===== config.mk =====
export PLATFORM = sky130hd
export DESIGN_NAME = time_keeper_flat
export DESIGN_NICKNAME = d
export VERILOG_FILES = /design/src/rtl/time_keeper_if.sv /design/src/rtl/time_keeper.sv /design/src/flat_wrapper.sv
export SDC_FILE = /design/constraint.sdc
export NUM_CORES = 1
export LEC_CHECK = 0
export BUFFER_PORTS_ARGS = -buffer_cell sky130_fd_sc_hd__buf_2
export CAP_MARGIN = 20
export CORE_UTILIZATION = 55
export CTS_BUF_LIST = sky130_fd_sc_hd__clkbuf_4
export DETAILED_ROUTE_END_ITERATION = 6
export GPL_TIMING_DRIVEN = 0
export PLACE_DENSITY_LB_ADDON = 0.08
export SLEW_MARGIN = 20
export SYNTH_ARGS = -nofsm -noshare
export SYNTH_HDL_FRONTEND = slang
export SYNTH_SLANG_ARGS = --single-unit

===== constraint.sdc =====
create_clock -name clock -period 3.3 [get_ports clock]
set_input_delay 0.66 -clock clock [delete_from_list [all_inputs] [get_ports clock]]
set_output_delay 0.66 -clock clock [all_outputs]
set_load 0.03 [all_outputs]

===== src/rtl/time_keeper_if.sv =====
// Display-side bundle from the time keeper to the 7-seg segment decoder.
// fsm_state carries the current mode (0=RUN, 1=SET_HOUR, 2=SET_MIN) for observation.
interface time_keeper_if;
    logic [11:0] data_show;
    logic [2:0]  byte_status;
    logic [3:0]  segment_byte_control;
    logic        tick_1hz;
    logic [1:0]  fsm_state;

    modport master (
        output data_show,
        output byte_status,
        output segment_byte_control,
        output tick_1hz,
        output fsm_state
    );

    modport slave (
        input data_show,
        input byte_status,
        input segment_byte_control,
        input tick_1hz,
        input fsm_state
    );
endinterface


===== src/rtl/time_keeper.sv =====
// HH:MM:SS timekeeper with two-button setting, digit blink and 8-phase scan
// sequencing for a 4-digit multiplexed 7-segment display.
module time_keeper #(
    parameter int CLK_HZ   = 10_000_000,
    parameter int SCAN_DIV = 1000
) (
    input  logic          clock,
    input  logic          reset,
    input  logic          btn_mode,
    input  logic          btn_inc,
    input  logic          show_sec,
    time_keeper_if.master disp
);

    localparam logic [1:0] ST_RUN      = 2'd0;
    localparam logic [1:0] ST_SET_HOUR = 2'd1;
    localparam logic [1:0] ST_SET_MIN  = 2'd2;

    localparam int PW = $clog2(CLK_HZ);
    localparam int BW = $clog2(CLK_HZ / 4);
    localparam int SW = (SCAN_DIV > 1) ? $clog2(SCAN_DIV) : 1;

    localparam logic [PW-1:0] PRESC_LAST  = PW'(CLK_HZ - 1);
    localparam logic [PW-1:0] PRESC_TICK  = PW'(CLK_HZ - 2);
    localparam logic [BW-1:0] BLINK_LAST  = BW'(CLK_HZ / 4 - 1);
    localparam logic [SW-1:0] SCAN_LAST   = SW'(SCAN_DIV - 1);

    // Bit 0/1 are the synchronizer flops, bit 2 is the previous synced level.
    logic [2:0] mode_sync;
    logic [2:0] inc_sync;
    logic [1:0] show_sync;

    logic mode_press;
    logic inc_press;
    logic inc_eff;

    logic [1:0] state;
    logic [1:0] state_next;
    logic       leave_set_min;

    logic [PW-1:0] presc;
    logic          tick_q;

    logic [5:0] sec_q;
    logic [5:0] min_q;
    logic [5:0] hour_q;

    logic [BW-1:0] blink_div;
    logic          blink_on;

    logic [SW-1:0] scan_div;
    logic [2:0]    byte_q;

    always_ff @(posedge clock or posedge reset) begin
        if (reset) begin
            mode_sync <= 3'b000;
            inc_sync  <= 3'b000;
            show_sync <= 2'b00;
        end else begin
            mode_sync <= {mode_sync[1:0], btn_mode};
            inc_sync  <= {inc_sync[1:0], btn_inc};
            show_sync <= {show_sync[0], show_sec};
        end
    end

    assign mode_press = mode_sync[1] & ~mode_sync[2];
    assign inc_press  = inc_sync[1] & ~inc_sync[2];
    // A mode press in the same cycle swallows any inc press.
    assign inc_eff    = inc_press & ~mode_press;

    always_comb begin
        state_next = state;
        if (mode_press) begin
            case (state)
                ST_RUN:      state_next = ST_SET_HOUR;
                ST_SET_HOUR: state_next = ST_SET_MIN;
                ST_SET_MIN:  state_next = ST_RUN;
                default:     state_next = ST_RUN;
            endcase
        end
    end

    assign leave_set_min = mode_press && (state == ST_SET_MIN);

    always_ff @(posedge clock or posedge reset) begin
        if (reset) begin
            state <= ST_RUN;
        end else begin
            state <= state_next;
        end
    end

    // tick_1hz is registered one cycle early so it is high exactly while the
    // prescaler sits at its last count; time advances on the wrap edge.
    always_ff @(posedge clock or posedge reset) begin
        if (reset) begin
            presc  <= '0;
            tick_q <= 1'b0;
        end else begin
            if ((state != ST_RUN) || (state_next != ST_RUN)) begin
                presc <= '0;
            end else if (presc == PRESC_LAST) begin
                presc <= '0;
            end else begin
                presc <= presc + 1'b1;
            end
            tick_q <= (state == ST_RUN) && (state_next == ST_RUN) && (presc == PRESC_TICK);
        end
    end

    always_ff @(posedge clock or posedge reset) begin
        if (reset) begin
            sec_q  <= 6'd0;
            min_q  <= 6'd0;
            hour_q <= 6'd0;
        end else if (tick_q) begin
            if (sec_q == 6'd59) begin
                sec_q <= 6'd0;
                if (min_q == 6'd59) begin
                    min_q  <= 6'd0;
                    hour_q <= (hour_q == 6'd23) ? 6'd0 : hour_q + 6'd1;
                end else begin
                    min_q <= min_q + 6'd1;
                end
            end else begin
                sec_q <= sec_q + 6'd1;
            end
        end else begin
            if (leave_set_min) begin
                sec_q <= 6'd0;
            end
            if (inc_eff && (state == ST_SET_HOUR)) begin
                hour_q <= (hour_q == 6'd23) ? 6'd0 : hour_q + 6'd1;
            end
            if (inc_eff && (state == ST_SET_MIN)) begin
                min_q <= (min_q == 6'd59) ? 6'd0 : min_q + 6'd1;
            end
        end
    end

    // Any press restarts the blink period with digits visible, so the
    // user always sees the value they just changed.
    always_ff @(posedge clock or posedge reset) begin
        if (reset) begin
            blink_div <= '0;
            blink_on  <= 1'b1;
        end else if (mode_press || inc_press) begin
            blink_div <= '0;
            blink_on  <= 1'b1;
        end else if (blink_div == BLINK_LAST) begin
            blink_div <= '0;
            blink_on  <= ~blink_on;
        end else begin
            blink_div <= blink_div + 1'b1;
        end
    end

    always_ff @(posedge clock or posedge reset) begin
        if (reset) begin
            scan_div <= '0;
            byte_q   <= 3'd0;
        end else if (scan_div == SCAN_LAST) begin
            scan_div <= '0;
            byte_q   <= byte_q + 3'd1;
        end else begin
            scan_div <= scan_div + 1'b1;
        end
    end

    always_comb begin
        if ((state == ST_RUN) && show_sync[1]) begin
            disp.data_show = {min_q, sec_q};
        end else begin
            disp.data_show = {hour_q, min_q};
        end
    end

    always_comb begin
        if ((state == ST_RUN) || blink_on) begin
            disp.segment_byte_control = 4'b1111;
        end else if (state == ST_SET_HOUR) begin
            disp.segment_byte_control = 4'b0011;
        end else begin
            disp.segment_byte_control = 4'b1100;
        end
    end

    assign disp.byte_status = byte_q;
    assign disp.tick_1hz    = tick_q;
    assign disp.fsm_state   = state;

    a_sec_range: assert property (@(posedge clock) disable iff (reset) sec_q < 6'd60);
    a_min_range: assert property (@(posedge clock) disable iff (reset) min_q < 6'd60);
    a_hour_range: assert property (@(posedge clock) disable iff (reset) hour_q < 6'd24);
    a_state_legal: assert property (@(posedge clock) disable iff (reset) state != 2'd3);
    a_tick_in_run: assert property (@(posedge clock) disable iff (reset) tick_q |-> (state == ST_RUN));

endmodule


===== src/flat_wrapper.sv =====
// flat-port wrapper written by rule: the top's interface ports become plain ports
module time_keeper_flat 
#(
    parameter int CLK_HZ   = 10_000_000,
    parameter int SCAN_DIV = 1000
)
  (clock, reset, btn_mode, btn_inc, show_sec, disp_data_show, disp_byte_status, disp_segment_byte_control, disp_tick_1hz, disp_fsm_state);
  time_keeper_if disp_i ();
  input  logic clock;
  input  logic reset;
  input  logic btn_mode;
  input  logic btn_inc;
  input  logic show_sec;
  output wire logic [$bits(disp_i.data_show)-1:0] disp_data_show;
  output wire logic [$bits(disp_i.byte_status)-1:0] disp_byte_status;
  output wire logic [$bits(disp_i.segment_byte_control)-1:0] disp_segment_byte_control;
  output wire logic [$bits(disp_i.tick_1hz)-1:0] disp_tick_1hz;
  output wire logic [$bits(disp_i.fsm_state)-1:0] disp_fsm_state;
  assign disp_data_show = disp_i.data_show;
  assign disp_byte_status = disp_i.byte_status;
  assign disp_segment_byte_control = disp_i.segment_byte_control;
  assign disp_tick_1hz = disp_i.tick_1hz;
  assign disp_fsm_state = disp_i.fsm_state;
  time_keeper #(.CLK_HZ(CLK_HZ), .SCAN_DIV(SCAN_DIV)) u_core (.clock(clock), .reset(reset), .btn_mode(btn_mode), .btn_inc(btn_inc), .show_sec(show_sec), .disp(disp_i));
endmodule

==> results of run 1 <==
==> synth_stat cells, drive strengths merged (2+ instances only) <==
cell / number / share of area
a31oi: 2 / 0.0028
inv: 10 / 0.0085
nand2b: 6 / 0.0085
xnor2: 28 / 0.056
dfrtp: 88 / 0.50
nor3: 15 / 0.022
nor4: 7 / 0.011
nor2: 66 / 0.057
nand3: 33 / 0.037
xor2: 24 / 0.048
and3: 8 / 0.012
mux2: 16 / 0.041
and2: 2 / 0.0028
o31ai: 7 / 0.012
o21ai: 19 / 0.022
a21oi: 5 / 0.0057
ha: 9 / 0.026
nand2: 25 / 0.021
a21o: 2 / 0.0034
clkbuf: 2 / 0.0017
nand4: 18 / 0.030
or4: 2 / 0.0034
nor4b: 3 / 0.0060
and4: 3 / 0.0065
buf: 10 / 0.015
nand3b: 2 / 0.0034
nor2b: 7 / 0.0099
==> path summary, 6_finish.rpt <==
path                                                          end  slack [ps]  cells past startpoint
max in group asynchronous             u_core.blink_on$_DFFE_PP1P_        2330                      3
min in group clock                  u_core.mode_sync[0]$_DFF_PP0_         330                      1
max reg2reg                          u_core.hour_q[3]$_DFFE_PP0P_        1260                      6
max                                             disp_data_show[1]         390                      6
min reg2reg                         u_core.show_sync[1]$_DFF_PP0_         350                      0
min                        u_core.disp.byte_status[1]$_DFFE_PP0N_         270                      2
==> power groups by stage <==
stage | Clock, mW | Sequential (mW) | Combinational, mW
floorplan | 0 | 1.26 | 0.356
global placement | 0 | 1.26 | 0.479
detailed placement | 0 | 1.26 | 0.496
CTS | 0.721 | 1.24 | 0.497
global route | 0.765 | 1.25 | 0.547
finish | 0.694 | 1.24 | 0.487
==> cell type report <==
cell class	instances	area (µm²)
multi-input combinational	319	2069
timing repair buffer	27	157.7
inverter	10	40.04
clock inverter	6	91.34
fill	652	2863
clock buffer	10	75.07
sequential	89	2228
buffer	12	75.07
tap	102	127.6
==> placed cells by master (no fill, tap or decap), types with 3 or more instances in the layout <==
cell type / instances
a21oi_1: 5
and3_1: 7
buf_2: 32
clkbuf_4: 10
clkinvlp_4: 3
dfrtp_1: 88
ha_1: 9
inv_1: 9
mux2_2: 16
nand2_1: 25
nand2b_1: 6
nand3_1: 33
nand4_1: 16
nor2_1: 65
nor2b_1: 7
nor3_1: 12
nor4_1: 6
nor4b_1: 3
o21ai_0: 18
o31ai_1: 7
xnor2_1: 28
xor2_1: 24
==> logic make-up after synthesis <==
group                      after synthesis
and+or+nand+nor                        203
DFF                                     89
xor gates and xnor gates                52
AOI/OAI and AO/OA                       38
buffers and inverters                   22
muxes                                   17
adders and majority gates                9
==> worst max-delay path, cell delays in order, from the launching register on <==
cell and delay (ps):
dfrtp_1 410, clkbuf_1 180, nor2_1 150, and2_1 220, buf_2 280, mux2_2 390, buf_2 180
==> metal layers <==
metal / GRT usage / up-vias / share of wire
li1: - / 1578 / -
met1: 0.3009 / 1493 / 0.51
met2: 0.3315 / 35 / 0.45
met3: 0.04439 / 9 / 0.030
met4: 0.06217 / 0 / 0.012
met5: 0 / - / 0
==> registers in the layout, indices dropped and copies added, names as in the netlist <==
| name | count |
|---|---|
| u_core.sec_q | 6 |
| u_core.hour_q | 6 |
| u_core.blink_on | 1 |
| u_core.scan_div | 10 |
| u_core.inc_sync | 3 |
| u_core.disp.tick_1hz | 1 |
| u_core.presc | 24 |
| u_core.min_q | 6 |
| u_core.blink_div | 22 |
| u_core.disp.fsm_state | 2 |
| u_core.disp.byte_status | 3 |
| u_core.mode_sync | 3 |
| u_core.show_sync | 2 |
==> metrics by stage <==
step / TNS (ps) / utilization / worst slack (ps)
6_report: 0 / 0.6295 / 394.2
5_1_grt: 0 / 0.6295 / 243.3
4_1_cts: 0 / 0.6295 / 358.4
3_5_place_dp: 0 / 0.6080 / 868.6
3_3_place_gp: -59890 / 0.6041 / -685.2
2_1_floorplan: 0 / - / 334.8
==> key figures, run 1 <==
Route
  • ANT nets after route: 0
  • Starting DRT DRC Count: 175
  • Drt pass-1 iters: 5
  • Via count: about 3.1k
  • Routed wire per std cell: roughly 14 µm
  • # DRC: 0
  • Post-DR vias/cell: between 5 and 6
  • Final wirelength: slightly below 8000 µm

Synth
  • Syn nets: 444
  • Proportion of synthesized area in mux cells: 0.04312
  • Seq/Total Area, Yosys: 0.5052
  • Mapped cell area: 4410 µm²
  • Synthesized netlist cell count: between 400 and 500
  • XOR/XNOR Fraction of Synth Area: 0.1033
  • Distinct cells, synth: 49
  • Mean post-synth cell area: a little over 10 µm²
  • Seq cells post-synth: 89
  • YS warnings: 0
  • Number of synthesized flops with an enable pin: 0
  • Most used DFF post-synth: dfrtp_1
  • Adder-cell share of the synthesized area: 0.02553
  • Fraction of the mapped netlist area in simple logic gates: 0.2454
  • Compound-gate portion of the synthesized area: 0.05191
  • Main combinational cell family by area after synthesis: simple AND/OR/NAND/NOR gates
  • Post-synth ARST share: 1.000

Placement
  • Post-DP HPWL: between 5000 and 6000 µm
  • Placed cell count: 559
  • Post-Place Cell Area: approximately 4700 µm²
  • GP Congestion: 0.7659
  • Port Buf Inserts: 26

Power and ir drop
  • Internal Power: 1.656 mW
  • Clock power frac: 0.287
  • Peak VDD IR: between 200 and 300 µV
  • Sw frac: 0.3156
  • Comb power frac: 0.201
  • Reg power frac: 0.512
  • Final Total Pwr: between 2 and 2.5 mW
  • Pwr dens: 497.5 nW/µm²
  • P_sw: 763.8 µW
  • Leakage power: between 2 and 2.5 nW

Timing
  • Worst Skew: 11.72 ps
  • Hold Vio Cnt, Final: 0
  • Final setup viols: 0
  • Max Clk Rate: approximately 0.34 GHz
  • Slew @ Worst Pin: around 850 ps
  • Unrepaired setup endpoints after global routing: false
  • Max-slew violations: 0
  • Worst rel slew slack: 0.4273
  • Hold WS: between 200 and 300 ps
  • Final period util: 0.8805
  • Tmin final: a little under 3000 ps

Critical path
  • Max FO, Critical Path: 10
  • Reg2Reg Launch Point: u_core.min_q[0]$_DFFE_PP0P_
  • CP required: between 2000 and 3000 ps
  • Worst setup EP type: output pin
  • CP startpoint: u_core.disp.fsm_state[0]$_DFF_PP0_
  • Worst setup SP type: register
  • Setup Crit Path Kind: register to output pin
  • WP data arrival: between 2000 and 2500 ps

Floorplanning
  • IO Pins: 27
  • Die Span X: 91.55 µm
  • Rows: 32
  • Starting Density: 0.5708
  • Die Span Y: roughly 92 µm
  • Core region area: approximately 7700 µm²
  • Die area: ~8400 µm²

Clocking
  • H-tree Lvls: 3
  • CTS tree: done
  • Clk slew on worst S/H paths: roughly 150 ps
  • Num Clock Sinks: 89
  • Cts hold-fix bufs: 0
  • Setup Buffers After CTS: 0
  • Clk Latency, worst-skew pair: about 430 ps
  • Post-CTS resize count: 0
  • CTS root buf: clkbuf_4
  • Clock buffer depth: 2
  • CTS Buf Count: 9

Cells and area
  • Share of cells above drive strength 1: 0.1797
  • Design area: 4865 µm²
  • Area growth syn-to-layout: 10.30%
  • Filler-free cell count of the finished design: 575
  • N_diodes: 0
  • # nets final: just under 500

Worst hold path
  • Tightest Hold Check Type: primary input to async pin

GRT
  • GR Overflow Total: 0
  • Gr usage total: 0.2129
  • First-pass GRT wire length: 14310 µm
  • Largest net degree at the start of global routing: 46
  • Vias in the first global route: about 3.1k
  • Antenna violations before repair: 0

Run
  • Max-cap violations: 0

Outcome
  • Status: complete, no violations
No activity file was read; power rests on OpenSTA's default activity.
==> run 2, diff against run 1 <==
CORE_UTILIZATION = 35   (was 55)
==> run 2 against run 1 <==
Effect of this change:
- core utilization fell by 23 points
- first-iteration DRC count fell by 43%
- total power fell by 4.4%
- critical path depth did not move
- final cell count rose by 11%
- clock-buffer cell count fell by 1
- largest cell class unchanged
==> key figures, run 2 (synthesis gave the netlist of run 1 again) <==
Outcome
  • Status: complete, no violations (unchanged)

Floorplanning
  • Starting Density: 0.3627 (was 0.5708)
  • IO Pins: 27 (unchanged)
  • Rows: 40 (was 32)
  • Die Span Y: 114.3 µm (was 91.55 µm)
  • Die area: 13050 µm² (was 8381 µm²)
  • Die Span X: 114.3 µm (was 91.55 µm)
  • Core region area: 12160 µm² (was 7727 µm²)

GRT
  • Antenna violations before repair: 0 (unchanged)
  • First-pass GRT wire length: 15090 µm (was 14310 µm)
  • Largest net degree at the start of global routing: 69 (was 46)
  • GR Overflow Total: 0 (unchanged)
  • Vias in the first global route: 3120 (was 3111)
  • Gr usage total: 0.1481 (was 0.2129)

Cells and area
  • Filler-free cell count of the finished design: 640 (was 575)
  • Share of cells above drive strength 1: 0.1695 (was 0.1797)
  • Commonest non-fill, non-tap cell in the layout: dfrtp_1 (unchanged)
  • N_diodes: 0 (unchanged)
  • Top reg by flops: u_core.presc (unchanged)
  • # nets final: 482 (unchanged)
  • Footprint of the multi-input gates: 2069 µm² (unchanged)
  • Leading cell types in the layout, fill and taps excluded: 88 x dfrtp_1, 65 x nor2_1, 33 x nand3_1 (unchanged)
  • Final core area utilization: 0.4030 (was 0.6295)
  • Max FFs per register: 24 (unchanged)
  • Area growth syn-to-layout: 11.12% (was 10.30%)
  • Fillers: 1239 (was 652)
  • Register area: 2228 µm² (unchanged)
  • Largest regs: u_core.presc (24), u_core.blink_div (22), u_core.scan_div (10) (unchanged)

Timing
  • Worst rel slew slack: 0.4290 (was 0.4273)
  • Final WS setup: 377.2 ps (was 394.2 ps)
  • Slew @ Worst Pin: 848.7 ps (was 851.3 ps)
  • Hold Vio Cnt, Final: 0 (unchanged)
  • Setup TNS: 0 ps (unchanged)
  • Final setup viols: 0 (unchanged)
  • Max-slew violations: 0 (unchanged)
  • Worst Skew: 17.67 ps (was 11.72 ps)
  • Unrepaired setup endpoints after global routing: false (unchanged)
  • Tmin final: 2923 ps (was 2906 ps)
  • Max Clk Rate: 0.3421 GHz (was 0.3441 GHz)
  • Final period util: 0.8857 (was 0.8805)

Worst hold path
  • Tightest Hold Check Type: primary input to async pin (unchanged)

Clocking
  • Num Clock Sinks: 89 (unchanged)
  • CTS Buf Count: 9 (unchanged)
  • CTS tree: done (unchanged)
  • H-tree Lvls: 3 (unchanged)
  • Post-CTS resize count: 0 (unchanged)
  • Clock buffer depth: 2 (unchanged)
  • Clk Latency, worst-skew pair: 440 ps (was 430 ps)
  • CTS root buf: clkbuf_4 (unchanged)
  • Setup Buffers After CTS: 0 (unchanged)
  • Cts hold-fix bufs: 0 (unchanged)
  • Clk slew on worst S/H paths: 130 ps (was 150 ps)

Route
  • Starting DRT DRC Count: 100 (was 175)
  • Routed wire per std cell: 13.59 µm (was 13.71 µm)
  • Final wirelength: 8699 µm (was 7883 µm)
  • Post-DR vias/cell: 4.947 (was 5.417)
  • Drt pass-1 iters: 4 (was 5)
  • Via count: 3166 (was 3115)
  • ANT nets after route: 0 (unchanged)
  • # DRC: 0 (unchanged)

Placement
  • Post-DP HPWL: 5961 µm (was 5518 µm)
  • Port Buf Inserts: 26 (unchanged)
  • Post-Place Worst Slack: 826.2 ps (was 868.6 ps)
  • Placed cell count: 625 (was 559)
  • GP Congestion: 0.7800 (was 0.7659)

Critical path
  • Worst-path cell chain: clkbuf_1 > nor2_1 > and2_1 > buf_2 > mux2_2 > buf_2 (unchanged)
  • Crit-path slowest cell: dfrtp_1 (unchanged)
  • Setup Crit Path Kind: register to output pin (unchanged)
  • Max FO, Critical Path: 10 (unchanged)
  • Max incr delay on CP: 420 ps (was 410 ps)
  • Worst setup EP type: output pin (unchanged)
  • CP required: 2640 ps (about the same)
  • Most used cell, CP: buf_2 (unchanged)
  • WP data arrival: 2260 ps (was 2250 ps)
  • Worst setup SP type: register (unchanged)

Run
  • Max-cap violations: 0 (unchanged)

Power and ir drop
  • Peak VDD IR: 186.8 µV (was 264.0 µV)
  • Leakage power: 2.104 nW (was 2.118 nW)
  • Pwr dens: 472.0 nW/µm² (was 497.5 nW/µm²)
-- run 2: layout make-up --
type,instances,share of cell area
buffer,12,0.01532
clock buffer,9,0.01379
clock inverter,6,0.01021
inverter,10,0.008680
multi-input combinational,319,0.4223
sequential,89,0.4547
tap,168,0.04289
timing repair buffer,27,0.03217
-- run 2: worst max-delay path: cells and delay by family (launching register included) --
family	cells	cell delay [ps]
buffers and inverters	3	630
DFF	1	420
muxes	1	370
and+or+nand+nor	2	400
-- run 2: worst paths after layout --
kind	startpoint	endpoint	slack, ps	cells after the start
setup reg to reg	u_core.min_q[0]$_DFFE_PP0P_	u_core.hour_q[3]$_DFFE_PP0P_	1150	6
max in group asynchronous	reset	u_core.blink_on$_DFFE_PP1P_	2540	3
hold / removal	reset	u_core.inc_sync[0]$_DFF_PP0_	140	2
hold reg to reg	u_core.show_sync[0]$_DFF_PP0_	u_core.show_sync[1]$_DFF_PP0_	360	0
min in group clock	show_sec	u_core.show_sync[0]$_DFF_PP0_	320	1
setup / recovery	u_core.disp.fsm_state[0]$_DFF_PP0_	disp_data_show[2]	380	6
-- run 2: where the power goes --
part           switching, mW  leakage (nW)  internal [mW]
logic                  0.307         0.846          0.182
registers             0.0912          1.19           1.16
clock network          0.360        0.0657          0.217
-- run 2: per-layer routing --
layer / share of wire / wire (µm) / vias up / GRT usage
met3: 0.024 / 213 / 11 / 0.02753
li1: - / - / 1579 / -
met2: 0.45 / 3896 / 31 / 0.2299
met4: 0.018 / 159 / 0 / 0.06494
met1: 0.51 / 4430 / 1545 / 0.2021
met5: 0 / 0 / - / 0
-- run 2: metrics by stage --
step                      total power, mW  instance area (µm²)  hold WS (ps)
after detailed placement            1.768                 4783         336.3
after global routing                2.460                 4901         111.7
after global placement              1.759                 4751         331.2
after floorplan                     1.619                 4410         331.2
final                               2.313                 4901         142.3
after CTS                           2.360                 4901         108.1
